**src/rtl/pwm_multi_gen.sv**
```systemverilog
// pwm_multi_gen: CHANNELS PWM outputs driven from one shared period counter, each with a
// double-buffered duty register. Defining PWM_CENTER_EN adds a `center` input for up/down counting.
module pwm_multi_gen #(
    parameter int WIDTH    = 8,
    parameter int CHANNELS = 4,
    parameter int CH_BITS  = 2
) (
    input  logic                clk_in,
    input  logic                rst,
    input  logic                enable,
    input  logic [WIDTH-1:0]    period,
    input  logic                wr_en,
    input  logic [CH_BITS-1:0]  wr_ch,
    input  logic [WIDTH-1:0]    wr_duty,
`ifdef PWM_CENTER_EN
    input  logic                center,
`endif
    output logic [CHANNELS-1:0] pwm_out,
    output logic                period_end
);
    localparam logic [CH_BITS:0] CH_LIMIT = (CH_BITS + 1)'(CHANNELS);

    logic [WIDTH-1:0]    cnt_q, cnt_d;
    logic [WIDTH-1:0]    period_act_q, period_act_d;
    logic [WIDTH-1:0]    shadow_q   [CHANNELS];
    logic [WIDTH-1:0]    duty_act_q [CHANNELS];
    logic [CHANNELS-1:0] pwm_q, pwm_d, cmp;
    logic                period_end_q, period_end_d;
    logic                boundary, load, wr_ok;
    logic                edge_boundary;
    logic [WIDTH-1:0]    edge_cnt;

    assign wr_ok         = wr_en && ({1'b0, wr_ch} < CH_LIMIT);
    assign edge_boundary = (cnt_q == period_act_q);
    assign edge_cnt      = edge_boundary ? '0 : cnt_q + 1'b1;

`ifdef PWM_CENTER_EN
    logic dir_q, dir_d;  // 0 = counting up

    always_comb begin
        dir_d    = 1'b0;
        cnt_d    = '0;
        boundary = 1'b0;
        if (enable) begin
            if (center) begin
                boundary = (cnt_q == '0) && !dir_q;
                dir_d    = dir_q;
                if (period_act_q == '0) begin
                    cnt_d = '0;
                    dir_d = 1'b0;
                end else if (!dir_q && (cnt_q != period_act_q)) begin
                    cnt_d = cnt_q + 1'b1;
                end else begin
                    // Arriving at 0 already faces up, so 0 is never revisited on the way down.
                    cnt_d = cnt_q - 1'b1;
                    dir_d = (cnt_q != WIDTH'(1));
                end
            end else begin
                boundary = edge_boundary;
                cnt_d    = edge_cnt;
            end
        end
    end

    always_ff @(posedge clk_in or posedge rst) begin
        if (rst) dir_q <= 1'b0;
        else     dir_q <= dir_d;
    end
`else
    always_comb begin
        cnt_d    = '0;
        boundary = 1'b0;
        if (enable) begin
            boundary = edge_boundary;
            cnt_d    = edge_cnt;
        end
    end
`endif

    // While parked, the active registers track their sources so the first period is current.
    always_comb begin
        period_act_d = period_act_q;
        period_end_d = 1'b0;
        load         = 1'b0;
        pwm_d        = '0;
        if (!enable) begin
            period_act_d = period;
            load         = 1'b1;
        end else begin
            period_end_d = boundary;
            pwm_d        = cmp;
            if (boundary) begin
                period_act_d = period;
                load         = 1'b1;
            end
        end
    end

    genvar gi;
    generate
        for (gi = 0; gi < CHANNELS; gi++) begin : g_ch
            assign cmp[gi] = (cnt_q < duty_act_q[gi]);

            // Boundary loads the pre-write shadow value when a write lands on the same edge.
            always_ff @(posedge clk_in or posedge rst) begin
                if (rst) begin
                    shadow_q[gi]   <= '0;
                    duty_act_q[gi] <= '0;
                end else begin
                    if (wr_ok && (wr_ch == CH_BITS'(gi))) shadow_q[gi] <= wr_duty;
                    if (load) duty_act_q[gi] <= shadow_q[gi];
                end
            end
        end
    endgenerate

    always_ff @(posedge clk_in or posedge rst) begin
        if (rst) begin
            cnt_q        <= '0;
            period_act_q <= '0;
            pwm_q        <= '0;
            period_end_q <= 1'b0;
        end else begin
            cnt_q        <= cnt_d;
            period_act_q <= period_act_d;
            pwm_q        <= pwm_d;
            period_end_q <= period_end_d;
        end
    end

    assign pwm_out    = pwm_q;
    assign period_end = period_end_q;
endmodule
```
**config.mk**
```make
export PLATFORM = sky130hd
export DESIGN_NAME = pwm_multi_gen
export DESIGN_NICKNAME = d
export VERILOG_FILES = /design/src/rtl/pwm_multi_gen.sv
export SDC_FILE = /design/constraint.sdc
export NUM_CORES = 1
export LEC_CHECK = 0
export BUFFER_PORTS_ARGS = -buffer_cell sky130_fd_sc_hd__buf_2
export CAP_MARGIN = 20
export CORE_AREA = 2 2 94 96
export DETAILED_ROUTE_END_ITERATION = 8
export DIE_AREA = 0 0 96 98
export PLACE_DENSITY = 0.64
export SLEW_MARGIN = 20
export SYNTH_ARGS = -nofsm -noshare
export SYNTH_HDL_FRONTEND = slang
export SYNTH_SLANG_ARGS = --single-unit
```
**constraint.sdc**
```tcl
create_clock -name clk_in -period 7.6 [get_ports clk_in]
set_input_delay 1.14 -clock clk_in [delete_from_list [all_inputs] [get_ports clk_in]]
set_output_delay 1.14 -clock clk_in [all_outputs]
set_load 0.03 [all_outputs]
```
; Yosys cells after proc, flatten, opt, wreduce, memory -nomap -nowiden
; Cells that the tools add are included.
[classes]
addsub = 1
n_lt_le_gt_ge = 4
n_eq_ne = 5
mux = 9
n_reduce_logical = 5
[ops]
columns = cell, count
row1 = $lt 8x8->1, 4
row2 = $mux 8, 4
row3 = $add 8x1->8 const B, 1
row4 = $eq 8x8->1, 1
row5 = $eq 2x2->1 const B, 2
row6 = $logic_and 1x1->1, 4
row7 = $mux 1, 4
row8 = $mux 4, 1
row9 = $eq 2x1->1 const B, 1
row10 = $logic_not 2->1, 1
row11 = $ne 2x1->1 const B, 1
[word_totals]
inputBits = 22
output_inout_bits = 5
reg_bits = 85

; Longest topological paths before layout
; Gate-level depths: netlist (run 1).
[logic_depth]
ltp_word = 4
depth_mapped = 8
ltp_nobuf = 6

; Least setup slack after synthesis (run 1)
; OpenSTA, ideal clock, no wires.
[synth_path]
kind = input port to flip-flop
start = input port wr_ch[1]
end = register shadow_q[24] (netlist bit)
setup_ps = 125
path_buffers = 0
slack_ps = 5541
path_stages = 2
arrival_ps = 1935
t_required_ps = 7475
cell_sequence = nor3b_2 mux2_2
[synth_via]
elab_chain_len = 2
[synth_rtl]
columns = element, line_no
row1 = from (decl), 13  ; input logic [CH_BITS-1:0] wr_ch,
row2 = $logic_not 2->1, 110  ; if (wr_ok && (wr_ch == CH_BITS'(gi))) shadow_q[gi] <= wr_duty;
row3 = $logic_and 1x1->1, 110
row4 = "to (signal, indexed assignment)", 110
row5 = to (decl), 25  ; logic [WIDTH-1:0] shadow_q [CHANNELS];
; Every way passes these cells.
; A chain may end at the register's enable or synchronous reset.

; Worst setup path after layout (run 1)
[layout_path]
start = register cnt_q[5]
end = register duty_act_q[16] (netlist bit)
[layout_via]
elab_chain_len = 4
[layout_rtl]
columns = element, line_no
row1 = from (decl), 23  ; logic [WIDTH-1:0] cnt_q, cnt_d;
row2 = from (signal assigned), 124  ; cnt_q <= cnt_d;
row3 = $eq 8x8->1, 34  ; assign edge_boundary = (cnt_q == period_act_q);
row4 = $mux 1, 73  ; if (enable) begin
row5 = $mux 1, 92  ; if (boundary) begin
row6 = $mux 1, 86  ; if (!enable) begin
row7 = "to (signal, indexed assignment)", 111  ; if (load) duty_act_q[gi] <= shadow_q[gi];
row8 = to (decl), 26  ; logic [WIDTH-1:0] duty_act_q [CHANNELS];
; Every way passes these cells.

==> summary.md, run 1 <==
| Metric | Value |
|---|---|
| Status | completed |
| Final antenna-violating net count | 0 |
| Post-synthesis adder-cell area fraction | 0.0887 |
| Largest cells by area after synthesis | dfrtp_1 (52%), mux2_2 (13%), ha_1 (8.9%) |
| Sequential area share after synthesis | 0.520 |
| CP max FO | 24 |
| Layout cells sized above 1 | 0.344 |
| H-Tree Depth | 3 |
| Cts repair resizes | 0 |
| Clock root cell | clkbuf_8 |
| Worst skew pair latency | 0.35 ns |
| CTS clk-pin slew, worst paths | 0.08 ns |
| RSZ-0062 raised after global routing | no |
| Via density | 5.19 |
| Ys flop type | dfrtp_1 |
| Initial antenna violation count | 0 |
| Fin Setup TNS | 0 ns |
| Slew Limit Headroom | 0.383 |
| Drt total wl | 7.28 mm |
| Total Power | 1.13 mW |
| Drt pass-1 iters | 4 |
| Die width | 96 microns |
| Number of synthesized flops with an enable pin | 0 |
| Multiplexer area fraction after synthesis | 0.217 |
| Post-layout min period | 2.68 ns |
| Total CTS buffers | 9 |
| Fin Hold WS | 0.501 ns |
| Power share of the clock group | 0.306 |
| Worst Setup End Kind | register |
| Synth Area in XOR/XNOR | 0.0300 |
| Setup Crit Path Kind | reg -> reg |
| Row cnt | 34 |
| Largest family of logic cells by synthesized area | multiplexers |
| Number of DRC markers in iteration 0 | 77 |
| Worst Max-Slew Pin Slew | 0.922 ns |
| Seq pwr share | 0.513 |
| Vias | 2311 |
| Total track usage | 0.176 |
| FFs w/ async S/R, synth | 1.00 |
| Layout area overhead | 10.2% |
| GR Overflow Total | 0 |
| Fmax | 373 MHz |
| Sw Share | 0.263 |
| Mapped Nets | 350 |
| Clk_skew | 0.00861 ns |
| Top-count cell post-synth | dfrtp_1 |
| Synth Area in Compound Gates | 0.0294 |
| Avg Inst Size Synth | 13.7 sq um |
| P_sw | 0.297 mW |
| GPL Wtd Cong | 0.789 |
| Starting Density | 0.483 |
| Vias in the first global route | 2515 |
| Synth unique cells | 26 |
| Crit path arrival time | 2.92 ns |
| Leakage Power | 2.26 nW |
| Critical path data required time | 7.84 ns |
| Core area | 8470 sq um |
| Cell count after synthesis | 299 |
| Total number of clock tree sinks | 85 |
| P_int | 0.834 mW |
| Simple-Gate Fraction of Synth Area | 0.0679 |
| Final hold violations | 0 |
| Dpl hpwl | 4.98 mm |
| VDD IR max | 0.0789 mV |
| Wire per inst | 16.4 microns |
| Endpoints failing setup | 0 |
| Setup bufs post-CTS | 0 |
| Slew Limit Fails | 0 |
| Combinational power share | 0.182 |
| Hold Crit Class | reg -> reg |
| Post-synth top area share | 0.520 |
| Synth warnings | 0 |
| DRC violations left | 0 |
| Crit start category | register |
| FF+latch count, synth | 85 |
| Largest net degree at the start of global routing | 86 |
| CTS tree | done |
| Nets@finish | 383 |
| Die H | 98 microns |
| Port bufs | 26 |
| Hold buffers post-CTS | 0 |
| Max-Cap Viols | 0 |
| Synth Cell Area | 4090 sq um |
| Period utilization | 0.353 |
| Max clock buf depth | 2 |
| Commonest cells in the netlist | dfrtp_1 (85), mux2_2 (49), ha_1 (29), inv_1 (29), mux2_4 (20) |
| PD cells | 251 nW/um^2 |
| Die Area | 9410 sq um |
| First-pass GRT wire length | 12.5 mm |
| Cell taking the most area after synthesis | dfrtp_1 |
| Inserted Diodes | 0 |
| Ports | 27 |
[critical path, cell delays in order (launching register included)]
cell	delay [ns]
dfrtp_1	0.52
xor2_1	0.20
nor4_1	0.34
nand2_1	0.13
nand2_2	0.54
buf_4	0.46
mux2_2	0.38
[placed cells by master, fill, tap and decap left out, drive strengths merged]
cell / count
nand3: 6
a21o: 8
inv: 28
nand2: 2
buf: 28
nor4: 2
nand2b: 4
nor3b: 1
nand4: 8
xnor2: 1
and3: 4
mux2: 72
ha: 29
clkbuf: 10
a211oi: 8
xor2: 13
clkinv: 5
nor3: 4
nand3b: 6
nor2: 11
bufinv: 2
dfrtp: 85
[registers in the layout (all words and copies together), names as in the netlist]
name / cells
shadow_q: 32
duty_act_q: 32
cnt_q: 8
pwm_out: 4
period_act_q: 8
period_end: 1
[final cells by class]
type,count,area [sq um]
well taps,108,135
clock inverters,6,87.6
multi-input cells,179,1770
fillers,732,3960
flip-flops and latches,85,2130
clock buffers,10,128
repair buffers,28,149
inverters,29,110
[power by group through the flow]
stage / Combinational [mW] / Clock [mW] / Sequential, mW
2_1_floorplan: 0.168 / 0 / 0.574
3_3_place_gp: 0.202 / 0 / 0.587
3_5_place_dp: 0.207 / 0 / 0.590
4_1_cts: 0.209 / 0.352 / 0.582
5_1_grt: 0.231 / 0.375 / 0.592
6_report: 0.205 / 0.346 / 0.580
[kinds of logic (layout without fill, tap and decap cells)]
logic type	Yosys count	count (layout)
DFF	85	85
and+or+nand+nor	48	48
xor gates and xnor gates	14	14
buffers and inverters	35	73
adders and majority gates	29	29
muxes	72	72
AOI/OAI and AO/OA	16	16
[worst paths after layout]
kind	startpoint	endpoint	slack (ns)	depth (start not counted)
setup / recovery	cnt_q[5]$_DFF_PP0_	duty_act_q[16]$_DFFE_PP0P_	4.92	6
min in group asynchronous	rst	duty_act_q[8]$_DFFE_PP0P_	0.96	3
hold / removal	shadow_q[25]$_DFFE_PP0P_	duty_act_q[25]$_DFFE_PP0P_	0.50	1
max in group asynchronous	rst	duty_act_q[31]$_DFFE_PP0P_	6.10	3
hold reg to reg	shadow_q[25]$_DFFE_PP0P_	duty_act_q[25]$_DFFE_PP0P_	0.50	1
setup reg to reg	cnt_q[5]$_DFF_PP0_	duty_act_q[16]$_DFFE_PP0P_	4.92	6
[routing by layer]
metal	GRT usage	share of wire	up-vias
met4	0.0802	0.012	0
met2	0.253	0.46	39
li1	-	-	1113
met1	0.255	0.50	1148
met3	0.0347	0.038	11
met5	0	0	-
[stage by stage]
step / setup slack (ns) / util / area [sq um] / std cells
4_1_cts: 4.87 / 0.532 / 4500 / 445
5_1_grt: 4.63 / 0.532 / 4510 / 445
2_1_floorplan: 4.27 / - / 4090 / 299
3_3_place_gp: 4.84 / 0.506 / 4290 / 429
3_5_place_dp: 4.79 / 0.506 / 4290 / 429
6_report: 4.92 / 0.532 / 4510 / 445
No activity file was read; power rests on OpenSTA's default activity.
==> run 2, diff against run 1 <==
==> constraint.sdc (replaced) <==
create_clock -name clk_in -period 2.8 [get_ports clk_in]
set_input_delay 0.42 -clock clk_in [delete_from_list [all_inputs] [get_ports clk_in]]
set_output_delay 0.42 -clock clk_in [all_outputs]
set_load 0.03 [all_outputs]
==> run 2 against run 1 <==
Global-route usage down 0.73 points. Clock skew shrank 0.0014 ns. Clock-buffer cell count rose by 2. Register-to-register slack worse by 4.4 ns. Combinational power rose to 2.7 times the previous value. Critical endpoint is now duty_act_q[12]$_DFFE_PP0P_. Highest routed layer is now met5.
==> summary.md, run 2 (same netlist as run 1, synthesis figures left out) <==
| Metric | Value |
|---|---|
| Status | completed |
| Total number of clock tree sinks | 85 (unchanged) |
| First-pass GRT wire length | 12.1 mm (-3.3%) |
| Period utilization | 0.807 (+0.454) |
| Worst Max-Slew Pin Slew | 0.667 ns (-0.255 ns) |
| Layout area overhead | 10.3% |
| Initial antenna violation count | 1 (+1) |
| Slew Limit Fails | 0 (unchanged) |
| Leakage Power | 2.26 nW (about the same) |
| Worst Setup End Kind | register |
| PD cells | 659 nW/um^2 (+160%) |
| Total CTS buffers | 9 (unchanged) |
| Slew Limit Headroom | 0.555 (+0.172) |
| Most common cell after layout, fill and taps aside | dfrtp_1 |
| Max clock buf depth | 2 (unchanged) |
| Die width | 96 microns (unchanged) |
| Worst R2R Setup Slack | 0.54 ns (-4.38 ns) |
| Clock root cell | clkbuf_8 |
| CP max FO | 40 (+67%) |
| Starting Density | 0.483 (unchanged) |
| Critical path data required time | 3.03 ns (-4.81 ns) |
| Row cnt | 34 (unchanged) |
| Cts repair resizes | 0 (unchanged) |
| Max-Cap Viols | 0 (unchanged) |
| Nets@finish | 384 (+0.26%) |
| Core area | 8470 sq um (unchanged) |
| Vias | 2332 (+0.91%) |
| Dpl hpwl | 5.09 mm (+2.2%) |
| Final antenna-violating net count | 0 (unchanged) |
| Ports | 27 (unchanged) |
| Fin util | 0.533 (+0.000739) |
| Crit start category | register |
| Setup Crit Path Kind | reg -> reg |
| Fin Hold WS | 0.143 ns (-0.358 ns) |
| FF-to-FF Start | cnt_q[5]$_DFF_PP0_ |
| Port bufs | 26 (unchanged) |
| Reg2reg end | duty_act_q[12]$_DFFE_PP0P_ |
| Total Power | 2.97 mW (+160%) |
| Worst Reg-to-Reg Cells | 6 (unchanged) |
| Leading registers by flop count | duty_act_q (32), shadow_q (32) |
| Clk_skew | 0.00721 ns (-0.00140 ns) |
| Die H | 98 microns (unchanged) |
| Via density | 5.23 (+0.68%) |
| Inserted Diodes | 0 (unchanged) |
| Die Area | 9410 sq um (unchanged) |
| Placed cells | 430 (+0.23%) |
| Fmax | 442 MHz (+19%) |
| Number of DRC markers in iteration 0 | 77 (unchanged) |
| Drt pass-1 iters | 4 (unchanged) |
| Worst skew pair latency | 0.34 ns (about the same) |
| CP peak stage delay | 0.50 ns (-0.04 ns) |
| GR Overflow Total | 0 (unchanged) |
| CTS clk-pin slew, worst paths | 0.08 ns (about the same) |
| DRC violations left | 0 (unchanged) |
| Hold buffers post-CTS | 0 (unchanged) |
| H-Tree Depth | 3 (unchanged) |
| Largest net degree at the start of global routing | 48 (-44%) |
| Hold Crit Class | in -> async |
| RSZ-0062 raised after global routing | no |
| Crit-path slowest cell | dfrtp_1 |
| Total track usage | 0.168 (-0.00727) |
| Setup bufs post-CTS | 0 (unchanged) |
| CTS tree | done |
| Post-layout min period | 2.26 ns (-0.422 ns) |
| Drt total wl | 7.15 mm (-1.7%) |
| VDD IR max | 0.249 mV (+220%) |
| Layout cells sized above 1 | 0.343 (-0.00102) |
| Wire per inst | 16.0 microns (-1.9%) |
| Vias in the first global route | 2461 (-2.1%) |
| Crit path arrival time | 2.49 ns (-0.43 ns) |
| Crit-path cells | xor2_1, nor4_1, nand2_1, nand2_2, buf_12, mux2_2 |
| Endpoints failing setup | 0 (unchanged) |
| Most frequent cells in the layout | dfrtp_1 (85), mux2_2 (49), ha_1 (29) |
| Final hold violations | 0 (unchanged) |
| Fin Setup TNS | 0 ns (unchanged) |
| Finished Layout Cells | 446 (+0.22%) |
| GPL Wtd Cong | 0.816 (+3.5%) |
==> run 2: through the flow <==
stage          worst slack (ns)  area, sq um
3_5_place_dp              0.578         4320
3_3_place_gp              0.652         4320
4_1_cts                   0.571         4510
6_report                  0.539         4510
2_1_floorplan             0.187         4090
5_1_grt                   0.385         4510
==> run 2: layer usage <==
layer  share of wire  routed length, microns  global-route usage
met1            0.51                    3620               0.245
met2            0.45                    3180               0.244
met3           0.036                     254              0.0448
met4           0.012                      89              0.0560
met5          0.0014                      10                   0
==> run 2: cell type report <==
cell class	instances	area [sq um]
Fill cell	734	3950
Sequential cell	85	2130
Tap cell	108	135
Clock inverter	4	47.5
Clock buffer	12	145
Timing Repair Buffer	29	178
Inverter	29	110
Multi-Input combinational cell	179	1770
==> run 2: how the worst max path moves through the flow <==
stage                       start                          to  slack [ns]  depth (start not counted)
2_1_floorplan                 rst          cnt_q[0]$_DFF_PP0_        0.19                          1
3_3_place_gp   cnt_q[5]$_DFF_PP0_  duty_act_q[19]$_DFFE_PP0P_        0.65                          6
3_5_place_dp   cnt_q[5]$_DFF_PP0_  duty_act_q[13]$_DFFE_PP0P_        0.58                          6
4_1_cts        cnt_q[5]$_DFF_PP0_  duty_act_q[13]$_DFFE_PP0P_        0.57                          6
5_1_grt        cnt_q[5]$_DFF_PP0_  duty_act_q[20]$_DFFE_PP0P_        0.38                          6
6_report       cnt_q[5]$_DFF_PP0_  duty_act_q[12]$_DFFE_PP0P_        0.54                          6
==> run 2: worst max-delay path: cells and delay by family (launching register included) <==
kind / cells / cell delay [ns]
muxes: 1 / 0.37
buffers and inverters: 1 / 0.29
DFF: 1 / 0.50
xor gates and xnor gates: 1 / 0.19
and+or+nand+nor: 3 / 0.76
==> run 2: report_power, final <==
group	internal (mW)	total, mW	switching [mW]
combinational	0.319	0.560	0.242
sequential	1.45	1.57	0.127
clock	0.434	0.840	0.406
total	2.20	2.97	0.774
==> run 3, diff against run 2 <==
--- a/config.mk
+++ b/config.mk
@@ -10,7 +10,7 @@
 export CORE_AREA = 2 2 94 96
 export DETAILED_ROUTE_END_ITERATION = 8
 export DIE_AREA = 0 0 96 98
-export PLACE_DENSITY = 0.64
+export PLACE_DENSITY = 0.66
 export SLEW_MARGIN = 20
 export SYNTH_ARGS = -nofsm -noshare
 export SYNTH_HDL_FRONTEND = slang
==> constraint.sdc (replaced) <==
create_clock -name clk_in -period 2 [get_ports clk_in]
set_input_delay 0.3 -clock clk_in [delete_from_list [all_inputs] [get_ports clk_in]]
set_output_delay 0.3 -clock clk_in [all_outputs]
set_load 0.03 [all_outputs]
==> run 3 against run 2 <==
Via count rose by 1.8%. Combinational power rose by 48%. Sequential power rose by 40%. First-iteration DRC count fell by 2.6%. Routed wire length rose by 5.7%. Setup slack got worse by 0.43 ns. Critical endpoint is now period_act_q[7]$_DFFE_PP0P_. Highest routed layer is now met4.
==> summary.md, run 3 (same netlist as run 1, synthesis figures left out) <==
| Metric | Value |
|---|---|
| Max-Cap Viols | 0 (unchanged) |
| CTS clk-pin slew, worst paths | 0.08 ns (about the same) |
| Slew Limit Fails | 0 (unchanged) |
| Reg2reg end | period_act_q[7]$_DFFE_PP0P_ |
| Placed cells | 440 (+2.3%) |
| Cts repair resizes | 0 (unchanged) |
| DRC violations left | 0 (unchanged) |
| Period utilization | 0.948 (+0.140) |
| Wire per inst | 16.5 microns (+3.1%) |
| Total track usage | 0.176 (+0.00722) |
| Ports | 27 (unchanged) |
| Crit path arrival time | 2.13 ns (-0.36 ns) |
| Inserted Diodes | 0 (unchanged) |
| Vias | 2375 (+1.8%) |
| Final hold violations | 0 (unchanged) |
| Worst Setup End Kind | register |
| Port bufs | 26 (unchanged) |
| Status | completed |
| Hold Crit Class | in -> async |
| Placed Area | 4400 sq um (+1.8%) |
| Total CTS buffers | 9 (unchanged) |
| Worst Reg-to-Reg Cells | 6 (unchanged) |
| CP Buf/Inv Count | 1 (unchanged) |
| Fin area | 4670 sq um (+3.5%) |
| Layout cells sized above 1 | 0.375 (+0.0322) |
| Dpl hpwl | 5.13 mm (+0.93%) |
| First-pass GRT wire length | 12.5 mm (+3.2%) |
| Slack of the critical path | 0.104 ns (-0.435 ns) |
| Starting Density | 0.483 (unchanged) |
| Top delay family on crit path | simple AND/OR/NAND/NOR gates |
| Total Power | 4.40 mW (+48%) |
| Crit start category | register |
| Fin Setup TNS | 0 ns (unchanged) |
| Drt pass-1 iters | 4 (unchanged) |
| PD cells | 942 nW/um^2 (+43%) |
| Initial antenna violation count | 0 (-1) |
| Fmax | 527 MHz (+19%) |
| CP peak stage delay | 0.40 ns (-0.10 ns) |
| Post-layout min period | 1.90 ns (-0.365 ns) |
| Leading registers by flop count | duty_act_q (32), shadow_q (32) |
| Worst skew pair latency | 0.35 ns (about the same) |
| Clock root cell | clkbuf_8 |
| CTS tree | done |
| GR Overflow Total | 0 (unchanged) |
| Crit-path cells | xor2_1, nor4_2, nand2_1, nand2_4, buf_4, mux2_2 |
| Die Area | 9410 sq um (unchanged) |
| Number of DRC markers in iteration 0 | 75 (-2.6%) |
| FF-to-FF Start | cnt_q[7]$_DFF_PP0_ |
| H-Tree Depth | 3 (unchanged) |
| Vias in the first global route | 2496 (+1.4%) |
| CP max FO | 8 (-80%) |
| VDD IR max | 0.460 mV (+85%) |
| Clk_skew | 0.0106 ns (+0.00335 ns) |
| Most frequent cells in the layout | dfrtp_1 (84), mux2_2 (49), ha_1 (29) |
| DP Worst Slack | 0.0849 ns (-0.493 ns) |
| Worst Max-Slew Pin Slew | 0.623 ns (-0.0447 ns) |
| Setup Crit Path Kind | reg -> reg |
| Hold buffers post-CTS | 0 (unchanged) |
| Core area | 8470 sq um (unchanged) |
| Slew Limit Headroom | 0.584 (+0.0292) |
| GPL Wtd Cong | 0.830 (+1.8%) |
| Endpoints failing setup | 0 (unchanged) |
| Max clock buf depth | 2 (unchanged) |
| Largest net degree at the start of global routing | 86 (+79%) |
| Finished Layout Cells | 457 (+2.5%) |
| Die width | 96 microns (unchanged) |
| Via density | 5.20 (-0.61%) |
| Die H | 98 microns (unchanged) |
| Most common cell after layout, fill and taps aside | dfrtp_1 |
| Leakage Power | 2.34 nW (+3.8%) |
| Layout area overhead | 14.2% |
| Row cnt | 34 (unchanged) |
| Crit-path slowest cell | dfrtp_1 |
| Logic depth of the worst path, buffers included | 6 (unchanged) |
| Total number of clock tree sinks | 85 (unchanged) |
| Final antenna-violating net count | 0 (unchanged) |
| Critical path data required time | 2.23 ns (-0.80 ns) |
| Worst R2R Setup Slack | 0.10 ns (-0.43 ns) |
| Drt total wl | 7.56 mm (+5.7%) |
| Nets@finish | 395 (+2.9%) |
| Setup bufs post-CTS | 0 (unchanged) |
run 3: metrics by stage:
| stage | hold WS [ns] | utilization |
|---|---|---|
| finish | 0.0468 | 0.552 |
| global route | 0.0969 | 0.552 |
| CTS | 0.0809 | 0.547 |
| detailed placement | 0.461 | 0.519 |
| global placement | 0.454 | 0.519 |
| floorplan | 0.445 | - |
run 3: worst register-to-register path: stages (launching register included):
cell and delay (ns):
dfrtp_1 0.40, xor2_1 0.16, nor4_2 0.34, nand2_1 0.16, nand2_4 0.15, buf_4 0.21, mux2_2 0.35
run 3: metal layers:
| metal | part of all wire | track usage | vias up |
|---|---|---|---|
| met3 | 0.023 | 0.0355 | 6 |
| met5 | 0 | 0 | - |
| li1 | - | - | 1141 |
| met4 | 0.012 | 0.0560 | 0 |
| met1 | 0.48 | 0.238 | 1202 |
| met2 | 0.49 | 0.283 | 26 |
run 3: layout make-up:
cell class	count	area, sq um
timing repair buffer	40	282
fill	736	3790
clock inverter	5	82.6
clock buffer	11	151
sequential	85	2130
tap	108	135
multi-input combinational	179	1780
inverter	29	113
run 3: report_power, final:
group	total, mW	switching, mW	internal (mW)
clock	1.38	0.604	0.774
sequential	2.20	0.173	2.02
combinational	0.828	0.363	0.465
run 3: worst max path at each step:
stage	from	end	slack (ns)
global route	cnt_q[7]$_DFF_PP0_	period_act_q[7]$_DFFE_PP0P_	-0.02
floorplan	cnt_q[5]$_DFF_PP0_	duty_act_q[24]$_DFFE_PP0P_	0.19
detailed placement	period_act_q[7]$_DFFE_PP0P_	duty_act_q[22]$_DFFE_PP0P_	0.08
finish	cnt_q[7]$_DFF_PP0_	period_act_q[7]$_DFFE_PP0P_	0.10
global placement	period_act_q[7]$_DFFE_PP0P_	duty_act_q[11]$_DFFE_PP0P_	0.1
CTS	period_act_q[7]$_DFFE_PP0P_	duty_act_q[22]$_DFFE_PP0P_	0.07
